--- config.mk ---
export PLATFORM = sky130hd
export DESIGN_NAME = adder_share_sequencer_flat
export DESIGN_NICKNAME = d
export VERILOG_FILES = /design/src/rtl/adder_share_sequencer_if.sv /design/src/rtl/adder_share_sequencer.sv /design/src/flat_wrapper.sv
export SDC_FILE = /design/constraint.sdc
export NUM_CORES = 1
export LEC_CHECK = 0
export CAP_MARGIN = 20
export CELL_PAD_IN_SITES_DETAIL_PLACEMENT = 1
export CELL_PAD_IN_SITES_GLOBAL_PLACEMENT = 1
export CORE_MARGIN = 3
export CORE_UTILIZATION = 32
export DETAILED_ROUTE_END_ITERATION = 8
export PLACE_DENSITY_LB_ADDON = 0.1
export SETUP_SLACK_MARGIN = 0.02
export SYNTH_ARGS = -nofsm -noshare
export SYNTH_HDL_FRONTEND = slang
export SYNTH_SLANG_ARGS = --single-unit
export TNS_END_PERCENT = 30
--- constraint.sdc ---
create_clock -name clk -period 3.4 [get_ports clk]
set_clock_uncertainty 0.15 [all_clocks]
set_input_delay 0.68 -clock clk [delete_from_list [all_inputs] [get_ports clk]]
set_output_delay 0.68 -clock clk [all_outputs]
set_load 0.05 [all_outputs]
--- src/rtl/adder_share_sequencer_if.sv ---
// Bundles the requester bus and the shared 4-bit adder connection.
// The sequencer takes the slave modport; the requesters/adder side take the master modport.
interface adder_share_sequencer_if #(
   parameter int NUM_REQ = 4,
   parameter int WIDTH   = 16
);
   logic [NUM_REQ-1:0]       req;
   logic [NUM_REQ*WIDTH-1:0] op_a;
   logic [NUM_REQ*WIDTH-1:0] op_b;
   logic [NUM_REQ-1:0]       c_in;
   logic [NUM_REQ-1:0]       grant;
   logic                     busy;
   logic                     done;
   logic [WIDTH-1:0]         result;
   logic                     c_out;
   logic [3:0]               add_a;
   logic [3:0]               add_b;
   logic                     add_cin;
   logic [3:0]               add_sum;
   logic                     add_cout;

   modport master (
      output req, op_a, op_b, c_in, add_sum, add_cout,
      input  grant, busy, done, result, c_out, add_a, add_b, add_cin
   );

   modport slave (
      input  req, op_a, op_b, c_in, add_sum, add_cout,
      output grant, busy, done, result, c_out, add_a, add_b, add_cin
   );
endinterface

--- src/rtl/adder_share_sequencer.sv ---
// Round-robin time-sharing of one external 4-bit adder; WIDTH-bit adds are
// done one nibble per cycle, LSB first, with the carry registered between passes.
//
// state | meaning
// IDLE  | no owner; arbitrate among req from the round-robin pointer
// RUN   | feeding nibble idx of the latched operands to the adder
// DONE  | one-cycle done pulse; owner released and pointer advanced
module adder_share_sequencer #(
   parameter int NUM_REQ = 4,
   parameter int WIDTH   = 16
) (
   input logic                    clk,
   input logic                    rst_n,
   adder_share_sequencer_if.slave bus
);
   localparam int NIB  = WIDTH / 4;
   localparam int IDXW = (NIB > 1) ? $clog2(NIB) : 1;
   localparam int PW   = (NUM_REQ > 1) ? $clog2(NUM_REQ) : 1;

   typedef enum logic [1:0] {
      IDLE = 2'd0,
      RUN  = 2'd1,
      DONE = 2'd2
   } state_t;

   state_t state_q, state_d;

   logic [NUM_REQ-1:0][WIDTH-1:0] op_a_v, op_b_v;
   logic [NIB-1:0][3:0]           a_q, b_q, result_q;
   logic                          cin_q, carry_q, c_out_q, done_q;
   logic [IDXW-1:0]               idx_q;
   logic [PW-1:0]                 ptr_q, winner_q, win;
   logic [NUM_REQ-1:0]            grant_q;
   logic [PW:0]                   cand;
   logic                          found, last_nib;

   assign op_a_v = bus.op_a;
   assign op_b_v = bus.op_b;

   // First set req at or above the pointer, wrapping at NUM_REQ.
   always_comb begin
      found = 1'b0;
      win   = '0;
      cand  = '0;
      for (int i = 0; i < NUM_REQ; i++) begin
         cand = {1'b0, ptr_q} + (PW+1)'(i);
         if (cand >= (PW+1)'(NUM_REQ)) cand = cand - (PW+1)'(NUM_REQ);
         if (!found && bus.req[cand[PW-1:0]]) begin
            found = 1'b1;
            win   = cand[PW-1:0];
         end
      end
   end

   assign last_nib = (idx_q == IDXW'(NIB - 1));

   always_ff @(posedge clk) begin
      if (!rst_n) state_q <= IDLE;
      else        state_q <= state_d;
   end

   always_comb begin
      state_d = state_q;
      case (state_q)
         IDLE:    if (found) state_d = RUN;
         RUN:     if (last_nib) state_d = DONE;
         DONE:    state_d = IDLE;
         default: state_d = IDLE;
      endcase
   end

   always_ff @(posedge clk) begin
      if (!rst_n) begin
         grant_q  <= '0;
         a_q      <= '0;
         b_q      <= '0;
         cin_q    <= 1'b0;
         carry_q  <= 1'b0;
         idx_q    <= '0;
         ptr_q    <= '0;
         winner_q <= '0;
         result_q <= '0;
         c_out_q  <= 1'b0;
         done_q   <= 1'b0;
      end else begin
         case (state_q)
            IDLE: begin
               if (found) begin
                  grant_q  <= NUM_REQ'(1) << win;
                  a_q      <= op_a_v[win];
                  b_q      <= op_b_v[win];
                  cin_q    <= bus.c_in[win];
                  winner_q <= win;
                  idx_q    <= '0;
               end
            end
            RUN: begin
               result_q[idx_q] <= bus.add_sum;
               carry_q         <= bus.add_cout;
               idx_q           <= idx_q + IDXW'(1);
               if (last_nib) begin
                  c_out_q <= bus.add_cout;
                  done_q  <= 1'b1;
               end
            end
            DONE: begin
               done_q  <= 1'b0;
               grant_q <= '0;
               ptr_q   <= (winner_q == PW'(NUM_REQ - 1)) ? '0 : winner_q + PW'(1);
            end
            default: ;
         endcase
      end
   end

   assign bus.grant   = grant_q;
   assign bus.busy    = (state_q == RUN) || (state_q == DONE);
   assign bus.done    = done_q;
   assign bus.result  = result_q;
   assign bus.c_out   = c_out_q;
   assign bus.add_a   = (state_q == RUN) ? a_q[idx_q] : 4'h0;
   assign bus.add_b   = (state_q == RUN) ? b_q[idx_q] : 4'h0;
   assign bus.add_cin = (state_q == RUN) && ((idx_q == '0) ? cin_q : carry_q);
endmodule

--- src/flat_wrapper.sv ---
// flat-port wrapper written by rule: the top's interface ports become plain ports
module adder_share_sequencer_flat 
#(
   parameter int NUM_REQ = 4,
   parameter int WIDTH   = 16
)
  (clk, rst_n, bus_req, bus_op_a, bus_op_b, bus_c_in, bus_add_sum, bus_add_cout, bus_grant, bus_busy, bus_done, bus_result, bus_c_out, bus_add_a, bus_add_b, bus_add_cin);
  adder_share_sequencer_if #(.NUM_REQ(NUM_REQ), .WIDTH(WIDTH)) bus_i ();
  input logic clk;
  input logic rst_n;
  input wire logic [$bits(bus_i.req)-1:0] bus_req;
  input wire logic [$bits(bus_i.op_a)-1:0] bus_op_a;
  input wire logic [$bits(bus_i.op_b)-1:0] bus_op_b;
  input wire logic [$bits(bus_i.c_in)-1:0] bus_c_in;
  input wire logic [$bits(bus_i.add_sum)-1:0] bus_add_sum;
  input wire logic [$bits(bus_i.add_cout)-1:0] bus_add_cout;
  output wire logic [$bits(bus_i.grant)-1:0] bus_grant;
  output wire logic [$bits(bus_i.busy)-1:0] bus_busy;
  output wire logic [$bits(bus_i.done)-1:0] bus_done;
  output wire logic [$bits(bus_i.result)-1:0] bus_result;
  output wire logic [$bits(bus_i.c_out)-1:0] bus_c_out;
  output wire logic [$bits(bus_i.add_a)-1:0] bus_add_a;
  output wire logic [$bits(bus_i.add_b)-1:0] bus_add_b;
  output wire logic [$bits(bus_i.add_cin)-1:0] bus_add_cin;
  assign bus_i.req = bus_req;
  assign bus_i.op_a = bus_op_a;
  assign bus_i.op_b = bus_op_b;
  assign bus_i.c_in = bus_c_in;
  assign bus_i.add_sum = bus_add_sum;
  assign bus_i.add_cout = bus_add_cout;
  assign bus_grant = bus_i.grant;
  assign bus_busy = bus_i.busy;
  assign bus_done = bus_i.done;
  assign bus_result = bus_i.result;
  assign bus_c_out = bus_i.c_out;
  assign bus_add_a = bus_i.add_a;
  assign bus_add_b = bus_i.add_b;
  assign bus_add_cin = bus_i.add_cin;
  adder_share_sequencer #(.NUM_REQ(NUM_REQ), .WIDTH(WIDTH)) u_core (.clk(clk), .rst_n(rst_n), .bus(bus_i));
endmodule
==> metrics.md, run 1 <==
| Metric | Value |
|---|---|
| Max incr delay on CP | `760 ps` |
| Vias | `about 4200` |
| Seq cells post-synth | `between 60 and 70` |
| Die height | `115.8 um` |
| H-Tree Depth | `3` |
| Fmax | `0.3424 GHz` |
| Multi-input gate area | `roughly 0.0024 sq mm` |
| CTS Hold Bufs | `0` |
| Sequential fraction of design power | `34.5%` |
| Switch Pwr | `roughly 760 uW` |
| HP Class | `flop to flop` |
| Initial antenna violation count | `0` |
| Post-CTS Setup Repair Bufs | `0` |
| RePlAce Congestion | `around 0.83` |
| Final setup viols | `0` |
| Cell taking the most area after synthesis | `dfxtp_1` |
| Worst VDD drop | `around 0.23 mV` |
| Die W | `around 120 um` |
| Register area share after synthesis | `33.21%` |
| # nets final | `around 770` |
| Crit path buffers/inverters | `2` |
| Simple-gate portion of the synthesized area | `between 15 and 20%` |
| Total wire length | `between 10000 and 15000 um` |
| Startpoint class of the critical path | `flop` |
| Synth top area share | `33.21%` |
| Pin count of the biggest net entering global routing | `slightly below 70` |
| Top Ports | `~180` |
| Layout Utilization | `51.71%` |
| Lkg Pwr | `0.002189 uW` |
| Critical-path top delay cell | `dfxtp_1` |
| Detailed Place HPWL | `10450 um` |
| Post-synthesis mux area share | `5.968%` |
| Layout Area Growth over Synthesis | `55.69%` |
| Final hold vios | `0` |
| Die area | `approximately 0.013 sq mm` |
| PwrDens | `approximately 420 mW/mm^2` |
| Root Driver | `clkbuf_16` |
| Crit share post-route | `between 80% and 90%` |
| Post-layout min period | `between 2000 and 3000 ps` |
| Number of routed nets with antenna violations | `0` |
| Global route overflow | `0` |
| Post-Synth XOR/XNOR Area | `0%` |
| Syn avg cell area | `between 8 and 9 sq um` |
| Max-Cap Viols | `0` |
| Arr. time, crit path | `2090 ps` |
| Top cells by area, synth | `dfxtp_1 33%, a221oi_1 7.0%, a21boi_0 5.8%` |
| Sw frac | `29.86%` |
| Wire per inst | `between 15 and 20 um` |
| DR iter-0 viols | `262` |
| TritonCTS clock tree | `yes` |
| Main combinational cell family by area after synthesis | `compound AO/OA/AOI/OAI gates` |
| Clk pwr share | `a little under two fifths` |
| P_int | `roughly 1800 uW` |
| CTS Buf Count | `9` |
| DR pass1 iterations | `4` |
| Register area | `about 0.0013 sq mm` |
| EDFF count, synth | `0` |
| Synth Area in Compound Gates | `around a third` |
| Asr flop ratio synth | `0%` |
| Most common cell in the netlist | `dfxtp_1` |
| Worst skew pair latency | `between 300 and 400 ps` |
| Status | `complete, no violations` |
| Max-slew violation count | `0` |
| # fillers | `around 1400` |
| Core area | `roughly 0.012 sq mm` |
| Clock sinks | `between 60 and 70` |
| Required @ worst endpoint | `between 2000 and 3000 ps` |
| Slew HR | `a little under 50%` |
| Vias in the first global route | `4295` |
| Ys Warns | `0` |
| Worst Setup End Kind | `output pin` |
| RSZ-0062 raised after global routing | `no` |
| Fin Setup TNS | `0 ps` |
| # DRC | `0` |
| Critical path peak fanout | `12` |
| Setup CP Type | `flop to output pin` |
| Top FF cell, synth | `dfxtp_1` |
| Worst-Margin Slew | `between 700 and 800 ps` |
| Cells after Synth | `471` |
| Gr usage total | `around 21%` |
| Initial core utilization | `33.21%` |
| Post-Syn Area | `approximately 0.0039 sq mm` |
| Critical path's top delay family | `flip-flops` |
| Crit path cell chain | `inv_1, ha_1, mux2i_1, nor2b_1, buf_12` |
| Combinational fraction of design power | `28.8%` |
| Synth cell count leaders | `64 x dfxtp_1, 39 x clkbuf_1, 37 x o21ai_0, 36 x a21oi_1, 35 x nand2_1` |
| Routed vias/inst | `5.469` |
| Layout cell share with drive strength beyond 1 | `approximately 7.7%` |
| Ant. Diodes | `0` |
| Row count | `39` |
| Post-CTS Resized | `0` |
| Post-synthesis adder-cell area fraction | `approximately 2.6%` |
| Reg clk slew, reported paths | `around 60 ps` |
| Synth cell types | `38` |
| Clock Path Buffers | `2` |
| I/O Buffers | `between 150 and 200` |
| Syn Nets | `about 620` |
| First-pass GRT wire length | `~22000 um` |
## per-layer routing
| metal | vias up | GRT usage, % | routed length [um] |
|---|---|---|---|
| met5 | - | 0 | 0 |
| met4 | 0 | 4.950 | 116 |
| met1 | 2004 | 27.66 | 6444 |
| li1 | 2049 | - | - |
| met3 | 11 | 5.431 | 875 |
| met2 | 120 | 36.10 | 6931 |
## worst paths after layout
check                                                          end  slack [ps]  depth (start not counted)                          startpoint
worst max-delay path                                   bus_add_cin         480                          5        u_core.idx_q[1]$_SDFFE_PN0P_
worst min-delay path            u_core.bus.result[13]$_SDFFE_PN0P_         320                          2  u_core.bus.result[13]$_SDFFE_PN0P_
worst max register to register         u_core.b_q[13]$_SDFFE_PN0P_        1050                          5        u_core.ptr_q[1]$_SDFFE_PN0P_
worst min register to register  u_core.bus.result[13]$_SDFFE_PN0P_         320                          2  u_core.bus.result[13]$_SDFFE_PN0P_
## cells by family (layout without fill, tap and decap cells)
| logic type | Yosys count | count (layout) |
|---|---|---|
| buffers and inverters | 53 | 204 |
| muxes | 13 | 13 |
| AOI/OAI and AO/OA | 209 | 209 |
| and+or+nand+nor | 124 | 124 |
| DFF | 64 | 64 |
| adders and majority gates | 8 | 8 |
## metrics by stage
| step | std cells | hold WS (ps) | area (sq um) | power (uW) | worst slack (ps) |
|---|---|---|---|---|---|
| 2_1_floorplan | 471 | 297.2 | 3857 | 1267 | 534.3 |
| 3_3_place_gp | 749 | 302.2 | 5707 | 1605 | 294.6 |
| 3_5_place_dp | 749 | 315.1 | 5707 | 1618 | 242.9 |
| 4_1_cts | 765 | 324.8 | 6006 | 2550 | 451.2 |
| 5_1_grt | 765 | 338.3 | 6006 | 2656 | 335.0 |
| 6_report | 765 | 318.5 | 6006 | 2530 | 479.1 |
## registers in the layout, indices dropped and copies added, names as in the netlist
register / flops
u_core.b_q: 16
u_core.winner_q: 2
u_core.cin_q: 1
u_core.carry_q: 1
u_core.bus.c_out: 1
u_core.bus.done: 1
u_core.bus.result: 16
u_core.state_q: 2
u_core.idx_q: 2
u_core.a_q: 16
u_core.ptr_q: 2
u_core.bus.grant: 4
## worst register-to-register path: stages (launching register included)
cell and delay (ps):
dfxtp_1 540, inv_1 120, or4_4 850, and3_1 330, o21ai_1 160, a21oi_1 80
## final cells by class
cell class | count | share of cell area [%]
multi-input combinational | 354 | 39.48
timing repair buffer | 183 | 30.92
sequential | 64 | 21.33
clock buffer | 11 | 4.042
tap | 143 | 2.979
clock inverter | 5 | 0.9375
inverter | 5 | 0.3125
## cells in the final DEF, fill, tap and decap left out, types with 2 or more instances in the layout
master	synthesis	layout
a21boi_0	30	30
a21boi_1	24	24
a21oi_1	36	36
a221oi_1	31	31
a31oi_1	5	5
and2_1	9	9
and3_1	33	33
buf_12	0	6
buf_4	0	12
clkbuf_16	0	9
clkdlybuf4s50_1	0	164
clkinv_2	0	2
dfxtp_1	64	64
ha_1	8	8
inv_1	5	5
mux2i_1	5	5
mux4_2	8	8
nand2_1	35	35
nand2b_1	4	4
nand3_1	18	18
nor2_1	5	5
nor2b_1	13	12
o211a_1	2	2
o21ai_0	37	37
o21ai_1	33	33
o22ai_1	3	3
or4_4	2	2
## power by group through the flow
| stage | combinational (uW) | clock [uW] | sequential (uW) |
|---|---|---|---|
| global route | 795 | 981 | 880 |
| global placement | 720 | 0 | 885 |
| CTS | 736 | 942 | 872 |
| detailed placement | 732 | 0 | 886 |
| finish | 728 | 929 | 873 |
| floorplan | 368 | 0 | 898 |
No activity file was read; power rests on OpenSTA's default activity.
==> run 2: changes to the inputs <==
--- a/config.mk
+++ b/config.mk
@@ -5,15 +5,16 @@
 export SDC_FILE = /design/constraint.sdc
 export NUM_CORES = 1
 export LEC_CHECK = 0
+export ABC_AREA = 1
 export CAP_MARGIN = 20
 export CELL_PAD_IN_SITES_DETAIL_PLACEMENT = 1
 export CELL_PAD_IN_SITES_GLOBAL_PLACEMENT = 1
 export CORE_MARGIN = 3
-export CORE_UTILIZATION = 32
+export CORE_UTILIZATION = 31
 export DETAILED_ROUTE_END_ITERATION = 8
 export PLACE_DENSITY_LB_ADDON = 0.1
 export SETUP_SLACK_MARGIN = 0.02
 export SYNTH_ARGS = -nofsm -noshare
 export SYNTH_HDL_FRONTEND = slang
 export SYNTH_SLANG_ARGS = --single-unit
-export TNS_END_PERCENT = 30
+export TNS_END_PERCENT = 1
==> run 2 against run 1 <==
Compared with the run above:
- non-clock buffer count increased by 2
- critical path depth unchanged
- routed wire length increased by 12%
- via count increased by 27%
- first-iteration DRC count decreased by 24%
- core utilization decreased by 2.6 points
- synthesized cell count increased by 61%
- synthesized area increased by 13%
- combinational power increased by 27%
- design area increased by 9.9%
- clock power decreased by 2.3%
- hold slack improved by 13 ps
- critical path type unchanged
- largest cell class unchanged
- highest routed layer unchanged
==> metrics.md, run 2 <==
| Metric | Value |
|---|---|
| Synth top area share | `29.50% (was 33.21%)` |
| Arr. time, crit path | `2300 ps (was 2090 ps)` |
| PwrDens | `409.0 mW/mm^2 (was 421.2 mW/mm^2)` |
| Reg2Reg Setup Slack | `710 ps (was 1050 ps)` |
| Die height | `124.4 um (was 115.8 um)` |
| Cells after Synth | `759 (was 471)` |
| Vias | `5296 (was 4184)` |
| Cell taking the most area after synthesis | `dfxtp_1 (unchanged)` |
| Worst skew pair latency | `330 ps (about the same)` |
| Switch Pwr | `902.1 uW (was 755.3 uW)` |
| RePlAce Congestion | `0.8056 (was 0.8312)` |
| Slew HR | `54.33% (was 48.75%)` |
| Max-slew violation count | `0 (unchanged)` |
| Total wire length | `16030 um (was 14370 um)` |
| Reg clk slew, reported paths | `50 ps (was 60 ps)` |
| Top FF cell, synth | `dfxtp_1 (unchanged)` |
| Sequential fraction of design power | `32.2% (was 34.5%)` |
| Status | `complete, no violations (unchanged)` |
| Syn Nets | `910 (was 622)` |
| Fmax | `0.3192 GHz (was 0.3424 GHz)` |
| I/O Buffers | `174 (unchanged)` |
| R2r endpoint | `u_core.cin_q$_SDFFE_PN0P_ (was u_core.b_q[13]$_SDFFE_PN0P_)` |
| H-Tree Depth | `3 (unchanged)` |
| Routed vias/inst | `4.859 (was 5.469)` |
| Fin Setup TNS | `0 ps (unchanged)` |
| Most common cell in the netlist | `nand2_1 (was dfxtp_1)` |
| Clock Path Buffers | `2 (unchanged)` |
| Gr usage total | `20.57% (was 21.42%)` |
| Core area | `0.01345 sq mm (was 0.01161 sq mm)` |
| DR iter-0 viols | `199 (was 262)` |
| Clock sinks | `64 (unchanged)` |
| Post-Syn Area | `0.004343 sq mm (was 0.003857 sq mm)` |
| Post-CTS Setup Repair Bufs | `0 (unchanged)` |
| CTS Hold Bufs | `0 (unchanged)` |
| Ys Warns | `0 (unchanged)` |
| Sw frac | `33.41% (was 29.86%)` |
| Startpoint class of the critical path | `flop (unchanged)` |
| Post-CTS Resized | `0 (unchanged)` |
| Hold EP | `u_core.bus.result[12]$_SDFFE_PN0P_ (was u_core.bus.result[13]$_SDFFE_PN0P_)` |
| Clk pwr share | `33.6% (was 36.7%)` |
| Layout cell share with drive strength beyond 1 | `5.361% (was 7.717%)` |
| Initial core utilization | `32.28% (was 33.21%)` |
| # nets final | `1060 (was 768)` |
| First-pass GRT wire length | `26940 um (was 22470 um)` |
| Top Ports | `175 (unchanged)` |
| Detailed Place HPWL | `12330 um (was 10450 um)` |
| DR pass1 iterations | `4 (unchanged)` |
| # DRC | `0 (unchanged)` |
| Root Driver | `clkbuf_16 (unchanged)` |
| Worst VDD drop | `0.2618 mV (was 0.2325 mV)` |
| Worst Setup End Kind | `output pin (unchanged)` |
| Hold_sp | `u_core.bus.result[12]$_SDFFE_PN0P_ (was u_core.bus.result[13]$_SDFFE_PN0P_)` |
| Crit share post-route | `92.14% (was 85.91%)` |
| Reg2reg path depth | `16 (was 5)` |
| Required @ worst endpoint | `2570 ps (about the same)` |
| Global route overflow | `0 (unchanged)` |
| Max-Cap Viols | `0 (unchanged)` |
| Row count | `42 (was 39)` |
| Number of routed nets with antenna violations | `0 (unchanged)` |
| Post-route insts no fill | `1090 (was 765)` |
| Final hold vios | `0 (unchanged)` |
| Seq cells post-synth | `64 (unchanged)` |
| # fillers | `1819 (was 1383)` |
| Placed insts | `1074 (was 749)` |
| Worst-Margin Slew | `684.3 ps (was 768.7 ps)` |
| Ant. Diodes | `0 (unchanged)` |
| Setup CP Type | `flop to output pin (unchanged)` |
| Synth cell types | `24 (was 38)` |
| Combinational fraction of design power | `34.2% (was 28.8%)` |
| Synth cell count leaders | `273 x nand2_1, 112 x nand3_1, 71 x nor2_1, 64 x dfxtp_1, 64 x inv_1 (was 64 x dfxtp_1, 39 x clkbuf_1, 37 x o21ai_0, 36 x a21oi_1, 35 x nand2_1)` |
| HP Class | `flop to flop (unchanged)` |
| Asr flop ratio synth | `0% (unchanged)` |
| Register area share after synthesis | `29.50% (was 33.21%)` |
| Top cells by area, synth | `dfxtp_1 30%, nand2_1 24%, nand3_1 13% (was dfxtp_1 33%, a221oi_1 7.0%, a21boi_0 5.8%)` |
| Most common cell after layout, fill and taps aside | `nand2_1 (was clkdlybuf4s50_1)` |
| Vias in the first global route | `5611 (was 4295)` |
| Initial antenna violation count | `0 (unchanged)` |
| RSZ-0062 raised after global routing | `no (unchanged)` |
| CTS Buf Count | `9 (unchanged)` |
| Most frequent cells in the layout | `273 x nand2_1, 165 x clkdlybuf4s50_1, 112 x nand3_1 (was 164 x clkdlybuf4s50_1, 64 x dfxtp_1, 37 x o21ai_0)` |
| Final setup viols | `0 (unchanged)` |
| Die area | `0.01547 sq mm (was 0.01341 sq mm)` |
| Lkg Pwr | `0.003189 uW (was 0.002189 uW)` |
| TritonCTS clock tree | `yes (unchanged)` |
| Layout Area Growth over Synthesis | `52.00% (was 55.69%)` |
| Layout Utilization | `49.07% (was 51.71%)` |
| Post-layout min period | `3133 ps (was 2921 ps)` |
| Die W | `124.4 um (was 115.8 um)` |
| Critical path peak fanout | `12 (unchanged)` |
| EDFF count, synth | `0 (unchanged)` |
| Post-DP Area | `0.006304 sq mm (was 0.005707 sq mm)` |
| Pin count of the biggest net entering global routing | `69 (unchanged)` |
| Wire per inst | `14.70 um (was 18.78 um)` |
| Syn avg cell area | `5.722 sq um (was 8.190 sq um)` |
| P_int | `1798 uW (was 1774 uW)` |
| Final instance area | `0.006601 sq mm (was 0.006006 sq mm)` |
| Worst flop-to-flop path startpoint | `u_core.ptr_q[0]$_SDFFE_PN0P_ (was u_core.ptr_q[1]$_SDFFE_PN0P_)` |
| Hold depth | `2 (unchanged)` |
-- run 2: changes by cell type after synthesis, sizes merged, moves of 21 or more --
cell	before	now
and3	33	0
a21boi	54	1
buf	9	30
o21ai	70	43
inv	5	68
nand3	18	113
nor2	5	72
a221oi	31	0
nand2	35	278
clkbuf	39	16
-- run 2: power by group through the flow --
stage | Clock [uW] | Combinational (uW) | Sequential (uW)
2_1_floorplan | 0 | 478 | 925
6_report | 908 | 923 | 869
3_5_place_dp | 0 | 930 | 885
3_3_place_gp | 0 | 910 | 881
5_1_grt | 957 | 1030 | 877
4_1_cts | 926 | 938 | 870
-- run 2: area by class of cell --
class / instances / area (sq um) / area share [%]
clock inverter: 7 / 72.57 / 1.099
clock buffer: 9 / 225.2 / 3.412
timing repair buffer: 185 / 1977 / 29.95
multi-input combinational: 577 / 2555 / 38.70
inverter: 72 / 270.3 / 4.094
sequential: 64 / 1281 / 19.41
tap: 176 / 220.2 / 3.336
-- run 2: kinds of logic (layout without fill, tap and decap cells) --
family / Yosys count / in the layout / synth area share (%)
AOI/OAI and AO/OA: 100 / 100 / 11.70
and+or+nand+nor: 469 / 469 / 44.83
adders and majority gates: 8 / 8 / 2.305
DFF: 64 / 64 / 29.50
buffers and inverters: 118 / 273 / 11.67
-- run 2: worst max path at each step --
stage / end / cells after the start / from
2_1_floorplan: bus_add_cin / 5 / u_core.idx_q[0]$_SDFFE_PN0P_
3_3_place_gp: u_core.cin_q$_SDFFE_PN0P_ / 16 / bus_req[3]
3_5_place_dp: u_core.cin_q$_SDFFE_PN0P_ / 16 / bus_req[3]
4_1_cts: bus_add_b[1] / 5 / u_core.idx_q[1]$_SDFFE_PN0P_
5_1_grt: bus_add_a[2] / 5 / u_core.idx_q[1]$_SDFFE_PN0P_
6_report: bus_add_b[1] / 5 / u_core.idx_q[1]$_SDFFE_PN0P_
-- run 2: critical path, cell delays in order (launching register included) --
cell	delay [ps]
dfxtp_1	660
clkinv_1	470
a21oi_1	220
o21ai_0	110
a21oi_1	320
buf_12	190
-- run 2: through the flow --
step	power (uW)	setup WS (ps)	hold slack [ps]
finish	2700	267.2	331.8
floorplan	1403	509.6	306.4
detailed placement	1815	282.2	323.3
CTS	2734	205.6	334.6
global placement	1791	427.4	316.1
global route	2864	80.41	352.8
-- run 2: layer usage --
metal	up-vias	routed length [um]	track usage, %
met1	2456	7091	24.89
met3	18	817	4.288
li1	2701	-	-
met2	121	7880	36.45
met4	0	238	6.319
met5	-	0	0
